$ cat src/rtl/riscv_mem_pkg.sv
// Shared definitions for the MEM stage: funct3 load/store encodings,
// FSM state encoding, access-size decode and the MEM_WB register bundle.
package riscv_mem_pkg;

  localparam int STRB_W = 32 / 8;

  localparam logic [2:0] F3_LB  = 3'b000;
  localparam logic [2:0] F3_LH  = 3'b001;
  localparam logic [2:0] F3_LW  = 3'b010;
  localparam logic [2:0] F3_LBU = 3'b100;
  localparam logic [2:0] F3_LHU = 3'b101;
  localparam logic [2:0] F3_SB  = 3'b000;
  localparam logic [2:0] F3_SH  = 3'b001;
  localparam logic [2:0] F3_SW  = 3'b010;

  typedef enum logic [1:0] {
    ST_IDLE    = 2'd0,
    ST_REQ     = 2'd1,
    ST_RD_WAIT = 2'd2
  } state_e;

  typedef enum logic [1:0] {
    SZ_BYTE,
    SZ_HALF,
    SZ_WORD
  } size_e;

  typedef struct packed {
    logic [31:0] pc;
    logic [4:0]  rd;
    logic [31:0] alu_result;
    logic [1:0]  mem2reg;
    logic        reg_write;
    logic [31:0] instr;
    logic [31:0] mem_data;
  } mem_wb_t;

  // Unknown load encodings are treated as full-word accesses.
  function automatic size_e access_size(input logic [2:0] funct3, input logic is_store);
    if (is_store) begin
      case (funct3)
        F3_SB:   return SZ_BYTE;
        F3_SH:   return SZ_HALF;
        F3_SW:   return SZ_WORD;
        default: return SZ_WORD;
      endcase
    end else begin
      case (funct3)
        F3_LB, F3_LBU: return SZ_BYTE;
        F3_LH, F3_LHU: return SZ_HALF;
        F3_LW:         return SZ_WORD;
        default:       return SZ_WORD;
      endcase
    end
  endfunction

endpackage

$ cat src/rtl/lsu_align.sv
// Combinational byte-lane steering: places store data/strobes on the lanes
// selected by the low address bits and extends the selected load lane.
module lsu_align
  import riscv_mem_pkg::*;
(
  input  logic [2:0]        funct3_i,
  input  logic [1:0]        addr_lo_i,
  input  logic [31:0]       store_data_i,
  input  logic [31:0]       load_raw_i,
  output logic [31:0]       write_data_o,
  output logic [STRB_W-1:0] write_strb_o,
  output logic [31:0]       load_data_o
);

  logic [7:0]  ld_byte;
  logic [15:0] ld_half;

  assign ld_byte = load_raw_i[{addr_lo_i, 3'b000} +: 8];
  assign ld_half = addr_lo_i[1] ? load_raw_i[31:16] : load_raw_i[15:0];

  // Replicate store data across lanes and enable only the addressed bytes.
  always_comb begin
    write_data_o = store_data_i;
    write_strb_o = 4'hF;
    unique case (access_size(funct3_i, 1'b1))
      SZ_BYTE: begin
        write_data_o = {4{store_data_i[7:0]}};
        write_strb_o = 4'b0001 << addr_lo_i;
      end
      SZ_HALF: begin
        write_data_o = {2{store_data_i[15:0]}};
        write_strb_o = 4'b0011 << {addr_lo_i[1], 1'b0};
      end
      default: begin
        write_data_o = store_data_i;
        write_strb_o = 4'hF;
      end
    endcase
  end

  // Sign- or zero-extend the selected load lane; other encodings pass the word.
  always_comb begin
    load_data_o = load_raw_i;
    case (funct3_i)
      F3_LB:   load_data_o = {{24{ld_byte[7]}}, ld_byte};
      F3_LBU:  load_data_o = {24'd0, ld_byte};
      F3_LH:   load_data_o = {{16{ld_half[15]}}, ld_half};
      F3_LHU:  load_data_o = {16'd0, ld_half};
      default: load_data_o = load_raw_i;
    endcase
  end

endmodule

$ cat src/rtl/mem_access_stage.sv
// MEM pipeline stage: drives the data-memory req/ack handshake, waits for
// load data, and registers results into MEM_WB. Stalls upstream while an
// access is outstanding. Optional build macro MEM_MISALIGN_CHECK_EN rejects
// misaligned half/word accesses and adds the mem_misalign output.
module mem_access_stage
  import riscv_mem_pkg::*;
#(
  parameter int XLEN = 32
) (
  input  logic              clk,
  input  logic              rst,
  input  logic [XLEN-1:0]   EX_MEM_PC,
  input  logic [4:0]        EX_MEM_rd,
  input  logic [XLEN-1:0]   EX_MEM_ALU_Result,
  input  logic [XLEN-1:0]   EX_MEM_rdata2,
  input  logic              EX_MEM_MemRead,
  input  logic              EX_MEM_MemWrite,
  input  logic [1:0]        EX_MEM_Mem2Reg,
  input  logic              EX_MEM_RegWrite,
  input  logic [XLEN-1:0]   EX_MEM_Instr,
  output logic [XLEN-1:0]   Address,
  output logic              MemRead,
  output logic              MemWrite,
  output logic [XLEN-1:0]   Write_data,
  output logic [STRB_W-1:0] Write_strb,
  input  logic              Mem_Req_Ack,
  input  logic [XLEN-1:0]   Read_data,
  input  logic              Read_data_Valid,
  output logic              Read_data_Ready,
  output logic              mem_stall,
  output logic [XLEN-1:0]   MEM_WB_PC,
  output logic [4:0]        MEM_WB_rd,
  output logic [XLEN-1:0]   MEM_WB_ALU_Result,
  output logic [1:0]        MEM_WB_Mem2Reg,
  output logic              MEM_WB_RegWrite,
  output logic [XLEN-1:0]   MEM_WB_Instr,
  output logic [XLEN-1:0]   MEM_WB_Mem_Data
`ifdef MEM_MISALIGN_CHECK_EN
  ,
  output logic              mem_misalign
`endif
);

  state_e      state_q, state_d;
  mem_wb_t     wb_q, wb_d;
  logic        is_load, is_store, misaligned;
  logic        mem_read_c, mem_write_c, rd_ready_c, stall_c, misalign_c;
  logic [2:0]  funct3;
  logic [1:0]  addr_lo;
  logic [31:0] st_data, load_data;
  logic [3:0]  st_strb;

  // A request carrying both qualifiers is handled as a load.
  assign is_load  = EX_MEM_MemRead;
  assign is_store = EX_MEM_MemWrite & ~EX_MEM_MemRead;
  assign funct3   = EX_MEM_Instr[14:12];
  assign addr_lo  = EX_MEM_ALU_Result[1:0];

`ifdef MEM_MISALIGN_CHECK_EN
  size_e acc_size;
  assign acc_size   = access_size(funct3, is_store);
  assign misaligned = (is_load | is_store) &
                      (((acc_size == SZ_HALF) & addr_lo[0]) |
                       ((acc_size == SZ_WORD) & (addr_lo != 2'b00)));
`else
  assign misaligned = 1'b0;
`endif

  lsu_align u_align (
    .funct3_i     (funct3),
    .addr_lo_i    (addr_lo),
    .store_data_i (EX_MEM_rdata2),
    .load_raw_i   (Read_data),
    .write_data_o (st_data),
    .write_strb_o (st_strb),
    .load_data_o  (load_data)
  );

  // Handshake sequencing: decide request qualifiers, stall and next state.
  always_comb begin
    // NOTE: defaults first so no path through the case leaves a latch.
    state_d     = state_q;
    mem_read_c  = 1'b0;
    mem_write_c = 1'b0;
    rd_ready_c  = 1'b0;
    stall_c     = 1'b0;
    misalign_c  = 1'b0;
    unique case (state_q)
      ST_IDLE, ST_REQ: begin
        state_d = ST_IDLE;
        if (misaligned) begin
          misalign_c = 1'b1;
        end else if (is_load | is_store) begin
          mem_read_c  = is_load;
          mem_write_c = is_store;
          if (!Mem_Req_Ack) begin
            state_d = ST_REQ;
            stall_c = 1'b1;
          end else if (is_load) begin
            state_d = ST_RD_WAIT;
            stall_c = 1'b1;
          end
        end
      end
      ST_RD_WAIT: begin
        rd_ready_c = 1'b1;
        if (Read_data_Valid) state_d = ST_IDLE;
        else                 stall_c = 1'b1;
      end
      default: state_d = ST_IDLE;
    endcase
  end

  // Next MEM_WB contents: the instruction on completion, a bubble while stalled.
  always_comb begin
    wb_d = '0;
    if (!stall_c) begin
      wb_d.pc         = EX_MEM_PC;
      wb_d.rd         = EX_MEM_rd;
      wb_d.alu_result = EX_MEM_ALU_Result;
      wb_d.mem2reg    = EX_MEM_Mem2Reg;
      wb_d.reg_write  = EX_MEM_RegWrite & ~misalign_c;
      wb_d.instr      = EX_MEM_Instr;
      wb_d.mem_data   = (state_q == ST_RD_WAIT) ? load_data : 32'd0;
    end
  end

  // State and MEM_WB registers; reset aborts any access in flight.
  always_ff @(posedge clk or posedge rst) begin
    // NOTE: non-blocking so every register samples the pre-edge values.
    if (rst) begin
      state_q <= ST_IDLE;
      wb_q    <= '0;
    end else begin
      state_q <= state_d;
      wb_q    <= wb_d;
    end
  end

`ifdef MEM_MISALIGN_CHECK_EN
  logic misalign_q;

  // One-cycle registered flag for a rejected misaligned access.
  always_ff @(posedge clk or posedge rst) begin
    if (rst) misalign_q <= 1'b0;
    else     misalign_q <= misalign_c;
  end

  assign mem_misalign = misalign_q;
`endif

  // Handshake outputs are forced low while reset is asserted.
  assign Address         = {EX_MEM_ALU_Result[31:2], 2'b00};
  assign MemRead         = mem_read_c & ~rst;
  assign MemWrite        = mem_write_c & ~rst;
  assign Read_data_Ready = rd_ready_c & ~rst;
  assign mem_stall       = stall_c & ~rst;
  assign Write_data      = st_data;
  assign Write_strb      = MemWrite ? st_strb : 4'h0;

  assign MEM_WB_PC         = wb_q.pc;
  assign MEM_WB_rd         = wb_q.rd;
  assign MEM_WB_ALU_Result = wb_q.alu_result;
  assign MEM_WB_Mem2Reg    = wb_q.mem2reg;
  assign MEM_WB_RegWrite   = wb_q.reg_write;
  assign MEM_WB_Instr      = wb_q.instr;
  assign MEM_WB_Mem_Data   = wb_q.mem_data;

endmodule

$ cat config.mk
export PLATFORM = sky130hd
export DESIGN_NAME = mem_access_stage
export DESIGN_NICKNAME = d
export VERILOG_FILES = /design/src/rtl/riscv_mem_pkg.sv /design/src/rtl/lsu_align.sv /design/src/rtl/mem_access_stage.sv
export SDC_FILE = /design/constraint.sdc
export NUM_CORES = 1
export LEC_CHECK = 0
export BUFFER_PORTS_ARGS = -buffer_cell sky130_fd_sc_hd__buf_2
export CAP_MARGIN = 20
export CORE_AREA = 5 5 145 147
export CTS_CLUSTER_DIAMETER = 50
export DETAILED_ROUTE_END_ITERATION = 16
export DIE_AREA = 0 0 150 152
export PLACE_DENSITY = 0.71
export RECOVER_POWER = 25
export SKIP_LAST_GASP = 1
export SYNTH_ARGS = -nofsm -noshare
export SYNTH_HDL_FRONTEND = slang
export SYNTH_SLANG_ARGS = --single-unit
$ cat constraint.sdc
create_clock -name clk -period 4.37 [get_ports clk]
set_input_delay 0.874 -clock clk [delete_from_list [all_inputs] [get_ports clk]]
set_output_delay 0.874 -clock clk [all_outputs]
set_load 0.01 [all_outputs]
* Word level (Yosys, flattened, before mapping)
Cells that the tools add are included.
Storage, ports and cells: register bits after elaboration 138, latch bits 0, bits in writable memories 0, ROM bits 0, input port bits 174, output and inout port bits 208, word-level logic and storage cells 53, memories kept 0
Cells by class: add/sub/neg operators 0, multipliers 0, divide/modulo/power cells 0, $lt $le $gt $ge 0, eq/ne operators 7, shift-type cells 3, muxes and demuxes 23, bitwise gates (word level) 8, reduce and logical (&&, ||, !) cells 4
Operator list (number):
- two-way mux 136 bit | 1
- case mux 32 bit (4 select lines) | 1
- case mux 32 bit (2 select lines) | 1
- two-way mux 32 bit | 1
- variable part select 32 x 6 -> 8 bit | 1
- two-way mux 16 bit | 1
- two-way mux 1 bit | 9
- two-way mux 2 bit | 4
- case mux 2 bit (2 select lines) | 2
- case mux 4 bit (2 select lines) | 1
- equality test 3 bit, second input constant | 2
- bitwise AND 1 bit | 5
- equality test 2 x 1 -> 1 bit, second input constant | 2
- logical NOT 2 bit | 2
- two-way mux 4 bit | 1
- << shifter 1 x 2 -> 4 bit, first input constant | 1
- << shifter 2 x 2 -> 4 bit, first input constant | 1
- equality test 3 x 1 -> 1 bit, second input constant | 1
- logical NOT 3 bit | 1
- equality test 2 bit, second input constant | 1
- inequality test 2 bit, second input constant | 1
- NOT 1 bit | 2
- case mux 1 bit (2 select lines) | 1
- OR reduction 2 bit | 1
- OR 1 bit | 1

* Depth between registers and ports, before layout
word-level depth 7, gate-level depth with buffers 6, mapped depth without buffers 3

* By module
A second synthesis with hierarchy kept.
Unflattened totals: cell total of the unflattened synthesis 514, area total of the unflattened synthesis 5903.2 um2
Modules (own cells, without submodules):
- mem_access_stage | instances 1, cells an instance 341, area an instance 4780.8 um2, seq. area each 3453.3 um2
- lsu_align | instances 1, cells an instance 173, area an instance 1122.3 um2, seq. area each 0.0 um2

* Least setup slack after synthesis
Ideal clock, no wire load.
kind input to output, start input EX_MEM_MemRead, end output Write_strb[0], data arrival time 1830 ps, data required time 3496 ps, path slack 1666 ps, stages 2, path buffers 0, cell sequence or4b_2 a21oi_1
On the way: word-level cells in the longest chain between the ends 7
RTL lines:
- from (decl) | RTL line mem_access_stage.sv:16 | input logic EX_MEM_MemRead,
- NOT 1 bit | RTL line mem_access_stage.sv:55 | assign is_store = EX_MEM_MemWrite & ~EX_MEM_MemRead;
- bitwise AND 1 bit | RTL line mem_access_stage.sv:55
- OR 1 bit | RTL line mem_access_stage.sv:93 | end else if (is_load | is_store) begin
- two-way mux 1 bit (*) | RTL line mem_access_stage.sv:93
- two-way mux 1 bit (*) | RTL line mem_access_stage.sv:88 | unique case (state_q)
- bitwise AND 1 bit (*) | RTL line mem_access_stage.sv:155 | assign MemWrite = mem_write_c & ~rst;
- two-way mux 4 bit (*) | RTL line mem_access_stage.sv:159 | assign Write_strb = MemWrite ? st_strb : 4'h0;
- to (decl) | RTL line mem_access_stage.sv:25 | output logic [STRB_W-1:0] Write_strb,
Every way passes the cells marked *; elsewhere a longest branch is shown, timed or not.

* Final worst setup path
start input EX_MEM_Instr[12], end output Write_strb[2]
On the way: word-level cells in the longest chain between the ends 5, elaborated cells between the ends (all ways) 7, those cells by class eq/ne: 2; mux: 3; reduce/logical: 2
RTL lines:
- from (decl) | RTL line mem_access_stage.sv:20 | input logic [XLEN-1:0] EX_MEM_Instr,
- equality test 3 x 1 -> 1 bit or logical NOT 3 bit (tied branches) | RTL line riscv_mem_pkg.sv:41 | case (funct3)
- case mux 2 bit (2 select lines) (*) | RTL line riscv_mem_pkg.sv:41
- equality test 2 x 1 -> 1 bit or logical NOT 2 bit (tied branches) | RTL line lsu_align.sv:25 | unique case (access_size(funct3_i, 1'b1))
- case mux 4 bit (2 select lines) (*) | RTL line lsu_align.sv:25
- two-way mux 4 bit (*) | RTL line mem_access_stage.sv:159
Marked as above.

==> results.md <==
* First drt pass iteration count at 4
* RSZ-0062 raised after global routing: no
* # H-tree levels at 4
* Layout cell share with drive strength beyond 1 at 0.529
* VDD IR-drop max at 0.233 mV
* # resized after CTS at 0
* #FFs+latches synth at 138
* Post-Syn Area at 5970 µm²
* Most common cell after layout, fill and taps aside: buf_2
* Setup violators final at 0
* Routed Antenna Nets at 0
* Slew Limit Fails at 73
* Proportion of synthesized area in mux cells at 0.0659
* Worst path max stage delay at 540 ps
* Net switching power at 0.971 mW
* Sequential Area at 3450 µm²
* Clock Latency Late Sink at 410 ps
* Synth Area in Simple Gates at 0.202
* Largest cells by area after synthesis: dfrtp_1, and2_1, buf_4
* Failing checks: max-capacitance violations, max-slew violations
* CTS tree: done
* Max-Cap Viols at 2
* Sequential share of power at 0.419
* Maximum clock frequency at between 300 and 400 MHz
* Internal at 2.37 mW
* Post-detail-place hpwl at ~17 mm
* Avg Inst Size Synth at between 10 and 15 µm²
* Fin Setup TNS at 0 ps
* Fin crit period at 3320 ps
* Max FO, Critical Path at 28
* Clock skew at 9.77 ps
* Number of setup buffers added after CTS at 0
* Top-area cell type share of the netlist area at 0.579
* Fin nets at 1,025
* Area delta synth->final at 39.8%
* CP Launch Type: input port
* Cell variety after synth at 42
* IO Port Bufs at 379
* Via density at about 4.4
* Compound-Gate Fraction of Synth Area at 0.0671
* Final core occ at 0.422
* Pwr Density at 400 nW/µm²
* Initial core utilization at 0.302
* Endpoint type of the worst setup path: output pin
* # fillers at approximately 2,000
* Full die area at 22,800 µm²
* Worst-Margin Slew at 1960 ps
* Largest family of logic cells by synthesized area: simple AND/OR/NAND/NOR gates
* Cell Chain, Critical Path: buf_2, nand2b_1, nand2_1, a21oi_1, buf_2
* Drt total wl at ~21 mm
* CP delay by family, top: buffers and inverters
* Vias at roughly 5,000
* CTS Buf Count at 17
* I/O Pins at roughly 380
* Register area share after synthesis at 0.579
* GR Util All Layers at 0.182
* FP Rows at 52
* Sw frac at 0.291
* # hold bufs at CTS at 0
* Clock power frac at 0.412
* Total grt overflow at 0
* Wire length per cell at 18.7 µm
* Commonest cells after routing, fill and taps aside: buf_2, dfrtp_1, and2_1
* Worst path bufs/invs at 2
* Max transition margin at -0.307
* Leakage at 4.57 nW
* Core Footprint at 19,800 µm²
* Most frequent CP cell: buf_2
* Largest net degree at the start of global routing at ~110
* Footprint of the multi-input gates at a little over 2000 µm²
* Longest Clk Path Bufs at 2
* Final hold violation count at 0
* CTS root buf: clkbuf_16
* Worst EP required at 3500 ps
* Status: finished with violations
* Synthesized instance count at 520
* Die width at roughly 150 µm
* Area leader, netlist: dfrtp_1
* Synth warn at 0
* Combinational Power Share at 0.169
* Post-Synth Adder-Cell Area at 0
* Worst Hold Class: reg -> reg
* Die height at 152 µm
* GP Congestion at approximately 0.84
* Final period util at 0.760
* First-pass GRT wire length at 31.1 mm
* Residual DRC at 0
* Critical-path top delay cell: nand2b_1
* Critical path class: in -> out
* Worst-path clk slew at 70 ps
* XOR/XNOR Fraction of Synth Area at 0
* Worst EP arrival at approximately 2500 ps
* Initial antenna violation count at 7
* Clk sinks at approximately 140
* DRT iter0 DRCs at about 270
* Number of global-route vias before repair at 5,223
-- power by group through the flow --
stage          Clock (mW)  Sequential [mW]  Combinational [mW]
2_1_floorplan           0             1.48               0.258
6_report             1.38             1.40               0.564
3_3_place_gp            0             1.42               0.572
3_5_place_dp            0             1.42               0.579
4_1_cts              1.42             1.40               0.582
5_1_grt              1.49             1.41               0.622
-- cell usage after synthesis (all sizes together) --
| cell | instances |
|---|---|
| inv | 5 |
| nor3b | 2 |
| mux4 | 1 |
| clkbuf | 22 |
| o21ai | 50 |
| o31a | 1 |
| and2 | 104 |
| or4b | 1 |
| nand4b | 1 |
| dfrtp | 138 |
| a31oi | 2 |
| and3 | 7 |
| conb | 1 |
| o31ai | 1 |
| o21bai | 1 |
| nor2b | 1 |
| mux2 | 24 |
| nor3 | 16 |
| nor4b | 1 |
| mux2i | 10 |
| and3b | 1 |
| a21oi | 12 |
| nand3b | 1 |
| nand3 | 17 |
| nand4 | 13 |
| nand2 | 5 |
| nor2 | 13 |
| nand2b | 15 |
| nor4 | 1 |
| buf | 53 |
-- state kept, by name, summed over array words and instances (netlist names) --
signal,flops
MEM_WB_ALU_Result,32
MEM_WB_Instr,32
MEM_WB_Mem_Data,32
MEM_WB_PC,32
MEM_WB_rd,5
MEM_WB_Mem2Reg,2
state_q,2
MEM_WB_RegWrite,1
-- worst paths after layout --
check,start,end,slack [ps],depth (start not counted)
setup / recovery,EX_MEM_Instr[12],Write_strb[2],1050,5
setup reg to reg,state_q[1],MEM_WB_Mem_Data[5],2410,4
max in group asynchronous,rst,MEM_WB_ALU_Result[20],1490,3
hold / removal,state_q[0],state_q[1],590,3
min in group asynchronous,rst,state_q[1],630,2
hold reg to reg,state_q[0],state_q[1],590,3
-- tightest hold or removal path, cell delays in order (launching register included) --
cell	delay, ps
dfrtp_1	380
nor2_1	60
nand2_1	50
o21ai_0	60
-- per-stage QoR --
| stage | std cells | total power [mW] | area, µm² | worst slack, ps | hold WS [ps] |
|---|---|---|---|---|---|
| after global routing | 1136 | 3.52 | 8340 | 875 | 639 |
| after global placement | 1102 | 1.99 | 7780 | 1030 | 565 |
| final | 1136 | 3.34 | 8340 | 1050 | 586 |
| after floorplan | 521 | 1.73 | 5970 | 1670 | 517 |
| after detailed placement | 1102 | 2.00 | 7780 | 1030 | 577 |
| after CTS | 1134 | 3.40 | 8350 | 1030 | 468 |
-- per-layer routing --
| layer | up-vias | share of wire | GRT usage |
|---|---|---|---|
| met4 | 10 | 0.019 | 0.0593 |
| li1 | 2354 | - | - |
| met2 | 274 | 0.53 | 0.337 |
| met5 | - | 0.0028 | 0 |
| met3 | 31 | 0.12 | 0.0760 |
| met1 | 2370 | 0.33 | 0.182 |
-- layout make-up --
cell class              count  area share
flip-flops and latches    138       0.414
multi-input cells         303       0.242
repair buffers            386       0.232
clock buffers              17      0.0510
well taps                 270      0.0405
clock inverters            15      0.0177
inverters                   5     0.00240
diodes                      2    0.000600
-- cells by family (layout without fill, tap and decap cells) --
group	count (synthesis)	in the layout
other cells	1	4
simple gates	199	199
buf+inv	80	423
flops	138	138
mux	35	35
compound gates	67	67
No activity file was read; power rests on OpenSTA's default activity.
